--- src/rtl/in_service_priority_unit.sv ---
// in_service_priority_unit: 8259 priority resolver with in-service register, INTA sequencing and EOI handling
module in_service_priority_unit #(
    parameter int          NUM_IR      = 8,
    parameter logic [2:0]  SPURIOUS_ID = 3'd7
) (
    input  logic              clk,
    input  logic              rst_n,
    input  logic [NUM_IR-1:0] irr,
    input  logic [NUM_IR-1:0] imr,
    input  logic              sfnm,
    input  logic              aeoi,
    input  logic              rotate_aeoi,
    input  logic              ack1,
    input  logic              ack2,
    input  logic              eoi_valid,
    input  logic [2:0]        eoi_cmd,
    input  logic [2:0]        eoi_level,
    output logic              int_req,
    output logic [NUM_IR-1:0] isr,
    output logic [NUM_IR-1:0] clear_irr,
    output logic [2:0]        ack_id,
    output logic              ack_id_valid,
    output logic [2:0]        highest_isr
);
    typedef enum logic {IDLE, WAIT_ACK2} state_t;
    localparam logic [NUM_IR-1:0] ONE = 1;
    state_t            state;
    logic [2:0]        lowest, best, best_rank, hi_rank, id, eoi_low;
    logic              spurious, has_req, beats, take1, take2, next_wait, eoi_ns, eoi_sp, eoi_rot, auto_ok;
    logic [NUM_IR-1:0] eligible, eoi_clr, auto_clr, set_bit;
    // scan from lowest to highest priority so the last hit is the winner
    always_comb begin
        eligible    = irr & ~imr;
        best        = '0;
        best_rank   = '0;
        has_req     = 1'b0;
        highest_isr = '0;
        hi_rank     = '0;
        id          = '0;
        for (int r = 7; r >= 0; r--) begin
            id = lowest + 3'd1 + 3'(r);
            if (eligible[id]) begin
                best      = id;
                best_rank = 3'(r);
                has_req   = 1'b1;
            end
            if (isr[id]) begin
                highest_isr = id;
                hi_rank     = 3'(r);
            end
        end
        beats = has_req && (isr == '0 || best_rank < hi_rank || (sfnm && best_rank == hi_rank));
    end
    // command decode and next-state terms shared by the register update
    always_comb begin
        take1     = state == IDLE && ack1;
        take2     = state == WAIT_ACK2 && ack2;
        next_wait = take1 || (state == WAIT_ACK2 && !ack2);
        eoi_ns    = eoi_valid && eoi_cmd[1:0] == 2'b01 && isr != '0;
        eoi_sp    = eoi_valid && eoi_cmd[1:0] == 2'b11;
        eoi_clr   = eoi_ns ? ONE << highest_isr : eoi_sp ? ONE << eoi_level : '0;
        eoi_rot   = eoi_valid && eoi_cmd[2] && (eoi_cmd[1] || (eoi_cmd[0] && isr != '0));
        eoi_low   = eoi_cmd[1] ? eoi_level : highest_isr;
        auto_ok   = take2 && aeoi && !spurious;
        auto_clr  = auto_ok ? ONE << ack_id : '0;
        set_bit   = take1 && has_req ? ONE << best : '0;
    end
    // acknowledge sequencing, ISR set/clear and rotation pointer; EOI rotation wins over AEOI rotation
    always_ff @(posedge clk or negedge rst_n) begin
        if (!rst_n) begin
            state        <= IDLE;
            isr          <= '0;
            lowest       <= 3'd7;
            spurious     <= 1'b0;
            clear_irr    <= '0;
            ack_id       <= '0;
            ack_id_valid <= 1'b0;
            int_req      <= 1'b0;
        end else begin
            state        <= next_wait ? WAIT_ACK2 : IDLE;
            isr          <= (isr & ~eoi_clr & ~auto_clr) | set_bit;
            lowest       <= eoi_rot ? eoi_low : (auto_ok && rotate_aeoi) ? ack_id : lowest;
            clear_irr    <= set_bit;
            ack_id       <= take1 ? (has_req ? best : SPURIOUS_ID) : ack_id;
            spurious     <= take1 ? !has_req : spurious;
            ack_id_valid <= take2;
            int_req      <= beats && !next_wait;
        end
    end
endmodule

--- config.mk ---
export PLATFORM = sky130hd
export DESIGN_NAME = in_service_priority_unit
export DESIGN_NICKNAME = d
export VERILOG_FILES = /design/src/rtl/in_service_priority_unit.sv
export SDC_FILE = /design/constraint.sdc
export NUM_CORES = 1
export LEC_CHECK = 0
export CAP_MARGIN = 20
export CORE_MARGIN = 3
export CORE_UTILIZATION = 40
export DETAILED_ROUTE_END_ITERATION = 12
export GPL_ROUTABILITY_DRIVEN = 0
export PLACE_DENSITY_LB_ADDON = 0.25
export SLEW_MARGIN = 0
export SYNTH_ARGS = -nofsm -noshare
export SYNTH_HDL_FRONTEND = slang
export SYNTH_SLANG_ARGS = --single-unit
--- constraint.sdc ---
create_clock -name clk -period 12 [get_ports clk]
set_input_delay 2.4 -clock clk [delete_from_list [all_inputs] [get_ports clk]]
set_output_delay 2.4 -clock clk [all_outputs]
set_load 0.02 [all_outputs]
==> key figures <==
Placed design
  • Number of buffers added on ports: 53
  • Placement Setup Slack: 4.84 ns
  • Post-DP HPWL: 7090 um
  • Placed Area: 3760 um^2

Cells and area
  • Layout cells sized above 1: 12.6%
  • Design Area, Final: 3810 um^2
  • Post-layout net count: 434
  • Most common cell after layout, fill and taps aside: clkdlybuf4s50_1
  • Area grow syn2layout: 20.3%
  • Most frequent cells in the layout: clkdlybuf4s50_1 (53), nand2_1 (32), nor2_1 (29)
  • Inserted Diodes: 0

Worst setup path
  • Reg-to-reg endpoint: isr[0]
  • Largest delay share family, worst path: buffers and inverters
  • Largest fanout on the critical path: 31
  • Crit path buf inv count: 4
  • Setup crit end: highest_isr[2]
  • Reg2reg path depth: 10
  • Slowest-stage cell, CP: dfstp_2
  • Worst EP required: 9.60 ns
  • Crit path DAT: 5.09 ns
  • CP max stage delay: 0.98 ns
  • WP depth: 10
  • Worst reg2reg startpoint: lowest[0]
  • CP Cell Sequence: inv_2 > ha_1 > buf_4 > mux4_2 > mux2i_2 > a311oi_2 > nor4_1 > o32a_1 > inv_1 > clkdlybuf4s50_1
  • Critical path capture point type: output pin
  • R2r setup slk: 7.14 ns
  • CP Launch Point: lowest[0]
  • Startpoint Class: flop
  • CP Class: reg2out

Synth
  • Yosys reg bits: 26
  • Area contributors post-synth: dfrtp_1 (18%), mux4_2 (13%), mux2i_1 (5.4%)
  • Compound-Gate Fraction of Synth Area: 22.9%
  • Synth Area in XOR/XNOR: 2.80%
  • Synth area leader: dfrtp_1
  • Syn_area_per_cell: 8.90 um^2
  • Register area share after synthesis: 20.6%
  • Mux share of post-synthesis cell area: 24.5%
  • Warnings, synthesis: 0
  • Number of synthesized flops with an enable pin: 0
  • Share of synthesized registers carrying an async set or reset: 100%
  • Post-synthesis adder-cell area fraction: 1.97%
  • Syn Nets: 391
  • Synth Instances: 356
  • Top_reg_cell synth: dfrtp_1
  • Largest family of logic cells by synthesized area: multiplexers
  • Yosys top cell area share: 18.2%
  • Netlist cell types: 71
  • Synthesized cell area: 3170 um^2
  • Post-synthesis simple-gate area fraction: 22.4%

Clock network
  • Skew-Pair Late Insertion Delay: 0.27 ns
  • CTS tree: built
  • Clk sink count: 26
  • # resized after CTS: 0
  • TritonCTS buffer count: 3
  • Post-CTS setup buffers: 0
  • Clock tree buffer depth: 2
  • Hold Buf Count CTS: 0
  • H-tree levels: 1
  • CTS clk-pin slew, worst paths: 0.09 ns
  • CTS Root Cell: clkbuf_8

Timing
  • Crit path time final: 7.49 ns
  • Worst setup margin: 4.51 ns
  • Fin. max-slew vios: 0
  • Final period util: 62.4%
  • RSZ-0062 raised after global routing: false
  • Max Freq: 133 MHz
  • Clock skew: 0.00222 ns
  • Slew margin rel.: 36.0%
  • Setup TNS: 0 ns
  • Final setup violation count: 0
  • Least-Margin Pin Slew: 0.957 ns
  • Final-report hold violation count: 0
  • Hold_ws: 0.506 ns

GRT
  • Largest net degree at the start of global routing: 32
  • Total grt overflow: 0
  • Initial antenna violation count: 0
  • Global-route wire length before repair: 15300 um
  • Via count of the first global-routing pass: 3115
  • Total GRT Usage: 21.4%

Floorplanning
  • Row Count: 31
  • IO Pins: 54
  • Die ar.: 9030 um^2
  • Die H: 95.0 um
  • Die width: 95.0 um
  • Core Area: 7490 um^2
  • Initial Utilization: 42.3%

Detailed routing
  • Final wirelength: 9360 um
  • Vias: 3179
  • Routed len/inst: 18.8 um
  • DRC Markers: 0
  • DRT iter0 DRCs: 166
  • Antenna viol nets, final: 0
  • Vias per cell: 6.40
  • Pre-antenna DRT Iters: 4

Status
  • Status: complete, no violations

Job
  • Max Cap Viol: 0

Worst hold path
  • Worst min-delay path class: reg2reg
sequential cells by signal, summed over array words and instances, names as in the netlist:
register and flops:
ack_id_valid 1, spurious 1, state 1, isr 8
clear_irr 8, int_req 1, lowest 3, ack_id 3
synthesized netlist by cell type (3+ instances only):
library cell	count
a21oi_1	17
a22oi_1	3
a31oi_1	5
and2_1	6
buf_2	3
buf_4	3
buf_6	3
clkbuf_1	8
dfrtp_1	23
dfstp_2	3
ha_1	5
inv_1	10
inv_2	3
mux2_2	12
mux2i_1	17
mux4_2	18
nand2_1	32
nand2b_1	9
nand3_1	9
nor2_1	29
nor2b_1	12
nor3_1	7
nor3b_1	5
nor4_1	5
o211ai_1	9
o21ai_0	19
o22ai_1	7
o311ai_0	5
or4_1	3
xor2_1	3
per-layer routing:
layer / vias to the layer above / track usage, % / wire, um
li1: 1479 / - / -
met1: 1548 / 29.9 / 4110
met2: 126 / 34.0 / 4550
met3: 26 / 2.76 / 421
met4: 0 / 7.69 / 272
met5: - / 0 / 0
cells by family after synthesis:
logic type | Yosys count
AO/OA/AOI/OAI | 103
multiplexers | 50
flip-flops | 26
buffers and inverters | 30
XOR/XNOR | 6
AND/OR/NAND/NOR | 136
adder cells (fa/ha/maj) | 5
metrics by stage:
step | std cells | util (%)
2_1_floorplan | 356 | -
3_3_place_gp | 492 | 49.8
3_5_place_dp | 493 | 50.2
4_1_cts | 497 | 50.9
5_1_grt | 497 | 50.9
6_report | 497 | 50.9
worst register-to-register path: stages, from the launching register on:
cell      delay [ns]
dfstp_2         0.98
inv_2           0.34
ha_1            0.50
buf_4           0.39
mux4_2          0.66
mux2i_2         0.42
a311oi_2        0.19
nor4_1          0.32
o32a_1          0.40
nor4bb_1        0.43
o22ai_1         0.11
worst min-delay path by stage:
stage / from / to / slack (ns) / depth (start not counted)
final: spurious / spurious / 0.51 / 2
after global routing: spurious / spurious / 0.52 / 2
after CTS: spurious / spurious / 0.50 / 2
after detailed placement: spurious / spurious / 0.48 / 2
after global placement: spurious / spurious / 0.48 / 2
after floorplan: spurious / spurious / 0.45 / 2
layout make-up:
class	instances	area, um^2
fill	701	3670
multi-input combinational	300	2360
sequential	26	654
timing repair buffer	55	566
tap	99	124
clock buffer	4	55.1
inverter	13	48.8
Power is left out: the tool's default activity adds up to more than one toggle a clock period on the data nets, which glitch-free logic cannot reach.
